$ cat src/rtl/c432_key_loader_if.sv
// c432_key_loader_if: serial key link and committed-key outputs of the c432 key loader
interface c432_key_loader_if #(
  parameter int KEY_WIDTH = 12
);
  logic                 load_start;
  logic                 kin_valid;
  logic                 kin_data;
  logic                 kin_ready;
  logic [KEY_WIDTH-1:0] key_out;
  logic                 key_valid;
  logic                 load_busy;
  logic                 load_error;
  modport master (
    output load_start, kin_valid, kin_data,
    input  kin_ready, key_out, key_valid, load_busy, load_error
  );
  modport slave (
    input  load_start, kin_valid, kin_data,
    output kin_ready, key_out, key_valid, load_busy, load_error
  );
endinterface

$ cat src/rtl/c432_key_loader.sv
// c432_key_loader: assembles a serial key in a hidden shadow register and commits it to the c432 core
module c432_key_loader #(
  parameter int                   KEY_WIDTH = 12,
  parameter logic [KEY_WIDTH-1:0] DECOY_KEY = '0,
  parameter bit                   PARITY_EN = 1'b1,
  parameter int                   TIMEOUT   = 255
) (
  input logic              clk,
  input logic              rst_n,
  c432_key_loader_if.slave bus
);
  localparam int CW = $clog2(KEY_WIDTH + 1);
  typedef enum logic [2:0] {IDLE, SHIFT, PARITY, COMMIT, ERROR} state_t;
  state_t               state;
  logic [KEY_WIDTH-1:0] shadow;
  logic [CW-1:0]        bit_cnt;
  logic [7:0]           tmo_cnt;
  logic                 accept;
  logic                 to_err;
  logic                 last_bit;
  assign accept   = bus.kin_valid & bus.kin_ready;
  assign last_bit = bit_cnt == CW'(KEY_WIDTH - 1);
  // Failure is either a bad parity bit or an idle link that ran out the timeout
  always_comb begin
    to_err = 1'b0;
    to_err = (state == SHIFT || state == PARITY) &&
             (accept ? (state == PARITY && (^{shadow, bus.kin_data})) : tmo_cnt == 8'(TIMEOUT));
  end
  always_ff @(posedge clk or negedge rst_n) begin
    if (!rst_n) begin
      state          <= IDLE;
      shadow         <= '0;
      bit_cnt        <= '0;
      tmo_cnt        <= '0;
      bus.key_out    <= DECOY_KEY;
      bus.key_valid  <= 1'b0;
      bus.kin_ready  <= 1'b0;
      bus.load_busy  <= 1'b0;
      bus.load_error <= 1'b0;
    end else if (to_err) begin
      state          <= ERROR;
      shadow         <= '0;
      bus.key_out    <= DECOY_KEY;
      bus.key_valid  <= 1'b0;
      bus.kin_ready  <= 1'b0;
      bus.load_busy  <= 1'b0;
      bus.load_error <= 1'b1;
    end else begin
      case (state)
        IDLE, ERROR: if (bus.load_start) begin
          state          <= SHIFT;
          shadow         <= '0;
          bit_cnt        <= '0;
          tmo_cnt        <= '0;
          bus.key_out    <= DECOY_KEY;
          bus.key_valid  <= 1'b0;
          bus.load_error <= 1'b0;
          bus.kin_ready  <= 1'b1;
          bus.load_busy  <= 1'b1;
        end
        SHIFT, PARITY: if (accept) begin
          tmo_cnt <= '0;
          if (state == SHIFT) begin
            shadow[bit_cnt] <= bus.kin_data;
            bit_cnt         <= bit_cnt + CW'(1);
            if (last_bit) begin
              state         <= PARITY_EN ? PARITY : COMMIT;
              bus.kin_ready <= PARITY_EN;
            end
          end else begin
            state         <= COMMIT;
            bus.kin_ready <= 1'b0;
          end
        end else begin
          tmo_cnt <= tmo_cnt + 8'd1;
        end
        COMMIT: begin
          state         <= IDLE;
          bus.key_out   <= shadow;
          bus.key_valid <= 1'b1;
          bus.load_busy <= 1'b0;
        end
        default: state <= IDLE;
      endcase
    end
  end
endmodule
$ cat src/flat_wrapper.sv
// flat-port wrapper written by rule: the top's interface ports become plain ports
module c432_key_loader_flat 
#(
  parameter int                   KEY_WIDTH = 12,
  parameter logic [KEY_WIDTH-1:0] DECOY_KEY = '0,
  parameter bit                   PARITY_EN = 1'b1,
  parameter int                   TIMEOUT   = 255
)
  (clk, rst_n, bus_load_start, bus_kin_valid, bus_kin_data, bus_kin_ready, bus_key_out, bus_key_valid, bus_load_busy, bus_load_error);
  c432_key_loader_if #(.KEY_WIDTH(KEY_WIDTH)) bus_i ();
  input logic clk;
  input logic rst_n;
  input wire logic [$bits(bus_i.load_start)-1:0] bus_load_start;
  input wire logic [$bits(bus_i.kin_valid)-1:0] bus_kin_valid;
  input wire logic [$bits(bus_i.kin_data)-1:0] bus_kin_data;
  output wire logic [$bits(bus_i.kin_ready)-1:0] bus_kin_ready;
  output wire logic [$bits(bus_i.key_out)-1:0] bus_key_out;
  output wire logic [$bits(bus_i.key_valid)-1:0] bus_key_valid;
  output wire logic [$bits(bus_i.load_busy)-1:0] bus_load_busy;
  output wire logic [$bits(bus_i.load_error)-1:0] bus_load_error;
  assign bus_i.load_start = bus_load_start;
  assign bus_i.kin_valid = bus_kin_valid;
  assign bus_i.kin_data = bus_kin_data;
  assign bus_kin_ready = bus_i.kin_ready;
  assign bus_key_out = bus_i.key_out;
  assign bus_key_valid = bus_i.key_valid;
  assign bus_load_busy = bus_i.load_busy;
  assign bus_load_error = bus_i.load_error;
  c432_key_loader #(.KEY_WIDTH(KEY_WIDTH), .DECOY_KEY(DECOY_KEY), .PARITY_EN(PARITY_EN), .TIMEOUT(TIMEOUT)) u_core (.clk(clk), .rst_n(rst_n), .bus(bus_i));
endmodule
$ cat config.mk
export PLATFORM = sky130hd
export DESIGN_NAME = c432_key_loader_flat
export DESIGN_NICKNAME = d
export VERILOG_FILES = /design/src/rtl/c432_key_loader_if.sv /design/src/rtl/c432_key_loader.sv /design/src/flat_wrapper.sv
export SDC_FILE = /design/constraint.sdc
export NUM_CORES = 1
export LEC_CHECK = 0
export ABC_AREA = 1
export CAP_MARGIN = 20
export CORE_ASPECT_RATIO = 1.4
export CORE_MARGIN = 2
export CORE_UTILIZATION = 30
export DETAILED_ROUTE_END_ITERATION = 7
export PLACE_DENSITY = 0.47
export SYNTH_ARGS = -nofsm -noshare
export SYNTH_HDL_FRONTEND = slang
export SYNTH_SLANG_ARGS = --single-unit
$ cat constraint.sdc
create_clock -name clk -period 2.3 [get_ports clk]
set_input_delay 0.46 -clock clk [delete_from_list [all_inputs] [get_ports clk]]
set_output_delay 0.46 -clock clk [all_outputs]
set_load 0.02 [all_outputs]
# After elaboration in Yosys (flattened, before gate mapping)
# Cells that the tools add are included.
totals:
  regBits: 43
  in_bits: 5
op_classes:
  add_sub_neg: 2
  magnitude_cmp: 2
  n_eq_ne: 13
  muxes: 37
  bitwise_logic: 2
  reduce_logical: 20
op_table:
  columns: ["op", "n"]
  rows:
  - ["2-to-1 mux 12 bit", 5]
  - ["case mux 12 bit (2 select lines)", 2]
  - ["2-to-1 mux 8 bit", 2]
  - ["case mux 8 bit (2 select lines)", 1]
  - ["2-to-1 mux 3 bit", 5]
  - ["parity 13 bit", 1]
  - ["bitwise mux 12 bit", 1]
  - ["2-to-1 mux 1 bit", 12]
  - ["2-to-1 mux 4 bit", 3]
  - ["adder 8 x 1 -> 8 bit (second input constant)", 1]
  - ["== test 8 bit (second input constant)", 1]
  - ["case mux 4 bit (2 select lines)", 1]
  - ["AND reduction 4 bit", 2]
  - ["== test 3 x 2 -> 1 bit (second input constant)", 2]
  - ["inequality test 3 x 1 -> 1 bit (second input constant)", 2]
  - ["case mux 1 bit (2 select lines)", 3]
  - ["case mux 3 bit (2 select lines)", 1]
  - ["AND reduction 3 bit", 2]
  - ["nonzero test 2 bit", 3]
  - ["nonzero test 3 bit", 2]
  - ["less-than comparator 4 x 5 -> 1 bit (second input constant)", 1]
  - ["AND reduction 5 bit", 1]
  - ["adder 4 x 1 -> 4 bit (second input constant)", 1]
  - ["demux 1 bit (select 4 bit)", 1]
  - ["other kinds (15)", 20]

# Longest topological paths before layout
depth:
  depth_word: 9
  ltp_mapped: 15
  mapped_depth_nobuf: 14

# Worst setup path after synthesis
# No wires, ideal clock.
synth_timing:
  path_type: "reg2reg"
  startpoint: "register u_core.tmo_cnt[0]"
  endpoint: "register u_core.bus.load_busy"
  setup_ns: 0.133
  t_arrival_ns: 1.513
  t_required_ns: 2.167
  path_slack_ns: 0.654
  path_stages_with_launch: 10
  n_path_buf: 1
  period_less_slack_ns: 1.646
  path_cell_list: "dfrtp_1 -> ha_1 -> nand3_1 -> nor2_1 -> nand4_2 -> nand2_1 -> nand2_4 -> buf_12 -> nand3_4 -> o21ai_2"
synth_between:
  elab_chain_len: 5
  word_cells_on_any_way: 7
  cone_classes: "eq/ne (2); mux (2); reduce/logical (3)"
synth_lines:
  columns: ["element", "line_no", "text"]
  rows:
  - ["from (decl)", "c432_key_loader.sv:17", "logic [7:0] tmo_cnt;"]
  - ["from (signal assigned)", "c432_key_loader.sv:75", "tmo_cnt <= tmo_cnt + 8'd1;"]
  - ["== test 8 bit *", "c432_key_loader.sv:27", "(accept ? (state == PARITY && (^{shadow, bus.kin_data})) : tmo_cnt == 8'(TIMEOUT));"]
  - ["2-to-1 mux 1 bit *", "c432_key_loader.sv:27", null]
  - ["logical AND 1 bit *", "c432_key_loader.sv:26", "to_err = (state == SHIFT || state == PARITY) &&"]
  - ["inequality test 3 x 2 -> 1 bit (no source line) or nonzero test 3 bit (tied branches)", null, null]
  - ["AND reduction 2 bit (no source line)", null, null]
  - ["to (signal assigned)", "c432_key_loader.sv:38", "bus.load_busy <= 1'b0;"]
  - ["to (signal assigned)", "c432_key_loader.sv:46", "bus.load_busy <= 1'b0;"]
  - ["to (signal assigned)", "c432_key_loader.sv:59", "bus.load_busy <= 1'b1;"]
  - ["to (decl)", "c432_key_loader_if.sv:19", "output kin_ready, key_out, key_valid, load_busy, load_error"]
# Mark *: on every way between the ends. The rest lies on a longest branch, timed or not.
# A chain may end at the register's enable or synchronous reset.

# Worst setup path in the final report
layout_timing:
  startpoint: "input port bus_kin_data"
  endpoint: "register u_core.state[2]"
layout_between:
  elab_chain_len: 6
  word_cells_on_any_way: 9
  cone_classes: "eq/ne (3); mux (2); reduce/logical (4)"
layout_lines:
  columns: ["element", "line_no", "text"]
  rows:
  - ["from (decl)", "flat_wrapper.sv:15", "input wire logic [$bits(bus_i.kin_data)-1:0] bus_kin_data;"]
  - ["parity 13 bit *", "c432_key_loader.sv:27", null]
  - ["logical AND 1 bit *", "c432_key_loader.sv:27", null]
  - ["2-to-1 mux 1 bit *", "c432_key_loader.sv:27", null]
  - ["logical AND 1 bit *", "c432_key_loader.sv:26", null]
  - ["inequality test 4 x 2 -> 1 bit (no source line), or another cell as far along", null, null]
  - ["AND reduction 3 bit (no source line)", null, null]
  - ["to (signal assigned)", "c432_key_loader.sv:67", "state <= PARITY_EN ? PARITY : COMMIT;"]
  - ["to (decl)", "c432_key_loader.sv:14", "state_t state;"]
# Marked as above.

==> out/qor.yml <==
timing:
  fmax_mhz: 493
  worst_pin_slew_ns: 0.611
  finalSetupViolCount: 0
  slew_headroom_pct: 59.2
  period_share_pct: 88.1
  fin_setup_tns_ns: 0
  drv_slew: 0
  period_needed_ns: 2.03
  rsz0062_at_grt: "no"
  finalHoldViolations: 0
  holdWs_ns: 0.247
  fin_worst_skew_ns: 0.00402
hold_path:
  hold_class: "in -> async"
detailed_routing:
  wl_per_cell_um: 12.2
  first_pass_iters: 8
  num_vias: 2307
  drc: 3
  antenna_left: 0
  drt-initial-drc-count: 100
  wirelength_um: 6110
  routed_via_density: 4.61
synthesis:
  avgSynthCellArea_um2: 7.37
  ys_warn_count: 0
  synth.net_count: 371
  ys_seq_area_share_pct: 40.4
  synth_top_area_share_pct: 40.4
  synth_cell_types: 29
  syn-cell-area_um2: 2660
  yosys.area.top_type: "dfrtp_1"
  netlist_top_cells_area: "dfrtp_1 (40%), nand2_1 (17%), inv_1 (6.5%), nand4_1 (6.3%), nand3_1 (4.3%)"
  synthCells: 361
  synth-seq-cells: 43
setup_path:
  cp_max_fo: 4
  startpoint_type: "input pin"
  critPathLaunch: "bus_kin_data"
  crit_path_end: "u_core.state[2]"
  regToRegStartpoint: "u_core.tmo_cnt[0]"
  end_kind: "register"
  setup.worst_path.class: "in -> reg"
  arrival_ns: 2.19
  timing.rr.end: "u_core.state[0]"
  r2r_cells: 9
  required_ns: 2.47
  rrSetupSlack_ns: 0.39
pwr:
  combPwrFrac_pct: 48.6
  p_int_mw: 2.15
  ir_drop_uv: 518
  power.net_switching_mw: 1.56
  switching_share_pct: 42.1
  pwr-share-clk_pct: 24.8
  seqPwrFrac_pct: 26.6
  p_leak_nw: 1.56
  power-per-cell-area_nw_per_um2: 1150
  p_total_mw: 3.72
clock_network:
  clk_pin_slew_worst_paths_ns: 0.06
  cts_tree: "yes"
  clockRootBuffer: "clkbuf_16"
  ctsResizeCount: 0
  clock_latency_ns: 0.29
  cts-buffers-inserted: 5
  postCtsHoldBufs: 0
  clock_sinks: 43
  htree_num_levels: 2
  post-cts-setup-buffer-count: 0
  cts_buffer_depth: 2
placed_design:
  dp_hpwl_um: 4550
  globalplace.congestion: 0.817
  numPortBuffers: 20
floorplan:
  die_y_um: 115
  io_pins: 21
  fp.dieW_um: 83.6
  start_util_pct: 30.9
  core_area_um2: 8610
  rows: 40
  die-area_um2: 9650
finish:
  fin_nets: 404
  syn2layout_area_growth_pct: 21.3
  diodes: 0
  layout-drive-gt1-share_pct: 12.9
run_status:
  status: "complete, but fails checks"
  violations: "DRC"
global_route:
  grt_pass1_wl_um: 11000
  antenna_found_initial: 0
  track_usage_pct: 14.2
  overflow: 0
  grt_pass1_vias: 2337
  grt_start_max_net_pins: 44
flow_run:
  cap_violations: 0
==> critical path: stages <==
cell and delay [ns]:
clkdlybuf4s50_1 0.53, inv_2 0.05, nand2_1 0.06, nand2_1 0.06
nand2_1 0.06, nand2_1 0.04, nand2_1 0.07, nand2_1 0.07
nand2_2 0.07, nand3_4 0.07, buf_4 0.15, buf_4 0.14
nand3_1 0.09, nand2_1 0.09, inv_1 0.09, o21ai_0 0.08
==> layout by cell type (no fill, tap or decap), types with 4 or more instances in the layout <==
cell and n:
buf_4 19, clkbuf_16 5, clkdlybuf4s50_1 19, ha_1 5
o21ai_1 6, o21ai_2 4, dfrtp_1 43, o21ai_0 18
nand4_1 27, inv_1 46, nand2_1 121, nand3_1 23
xor2_1 5, inv_2 4, nor2_1 24
==> sequential cells by signal, summed over array words and instances (netlist names) <==
| register | count |
|---|---|
| u_core.tmo_cnt | 8 |
| u_core.bus.kin_ready | 1 |
| u_core.bus.key_out | 12 |
| u_core.bus.load_busy | 1 |
| u_core.bit_cnt | 4 |
| u_core.state | 3 |
| u_core.shadow | 12 |
| u_core.bus.key_valid | 1 |
| u_core.bus.load_error | 1 |
==> per-stage QoR <==
| step | util [%] | area [um^2] | setup WS (ns) | std cells |
|---|---|---|---|---|
| 2_1_floorplan | - | 2660 | 0.654 | 361 |
| 3_3_place_gp | 35.2 | 3030 | -0.0366 | 492 |
| 3_5_place_dp | 35.2 | 3030 | -0.0976 | 492 |
| 4_1_cts | 37.4 | 3220 | 0.230 | 500 |
| 5_1_grt | 37.5 | 3230 | 0.0344 | 500 |
| 6_report | 37.5 | 3230 | 0.273 | 500 |
==> power groups by stage <==
stage / Combinational (mW) / Clock (mW) / Sequential [mW]
floorplan: 1.33 / 0 / 1.03
global placement: 1.80 / 0 / 1.00
detailed placement: 1.81 / 0 / 1.00
CTS: 1.82 / 0.950 / 0.991
global route: 2.06 / 0.990 / 1.01
finish: 1.80 / 0.923 / 0.989
==> logic make-up after synthesis <==
logic type      synth area share [%]
buf+inv                         10.9
compound gates                  6.35
xor+xnor                        2.63
flops                           40.4
fa+ha+maj                       2.35
simple gates                    37.4
==> routing by layer <==
layer	vias to the layer above	GRT usage, %	share of wire [%]
met3	6	2.14	3.3
li1	1216	-	-
met5	-	0	0
met2	32	25.0	49
met1	1053	17.7	46
met4	0	5.16	1.6
==> area by class of cell <==
type                       instances  area [um^2]
inverter                          50          188
fill                             940         5380
timing repair buffer              39          338
tap                              105          131
clock buffer                       6          129
sequential                        43         1080
clock inverter                     2         60.1
multi-input combinational        255         1310
==> cell usage after synthesis (all sizes together) <==
| master | number |
|---|---|
| xnor2 | 3 |
| nand2 | 127 |
| nand3 | 28 |
| nor2 | 25 |
| nand4 | 28 |
| a21oi | 2 |
| inv | 50 |
| o21ai | 28 |
| xor2 | 5 |
| dfrtp | 43 |
| nor3 | 2 |
| buf | 10 |
| ha | 5 |
| or2 | 2 |
| clkbuf | 3 |
==> worst min path at each step <==
stage	from	endpoint	slack, ns	depth (start not counted)
floorplan	rst_n	u_core.bit_cnt[0]	0.16	0
global placement	u_core.bus.load_error	u_core.bus.load_error	0.47	2
detailed placement	u_core.bus.load_error	u_core.bus.load_error	0.48	2
CTS	rst_n	u_core.bit_cnt[0]	0.28	2
global route	rst_n	u_core.bit_cnt[3]	0.31	2
finish	rst_n	u_core.bit_cnt[3]	0.25	2
Power figures use the tool's default switching activity.
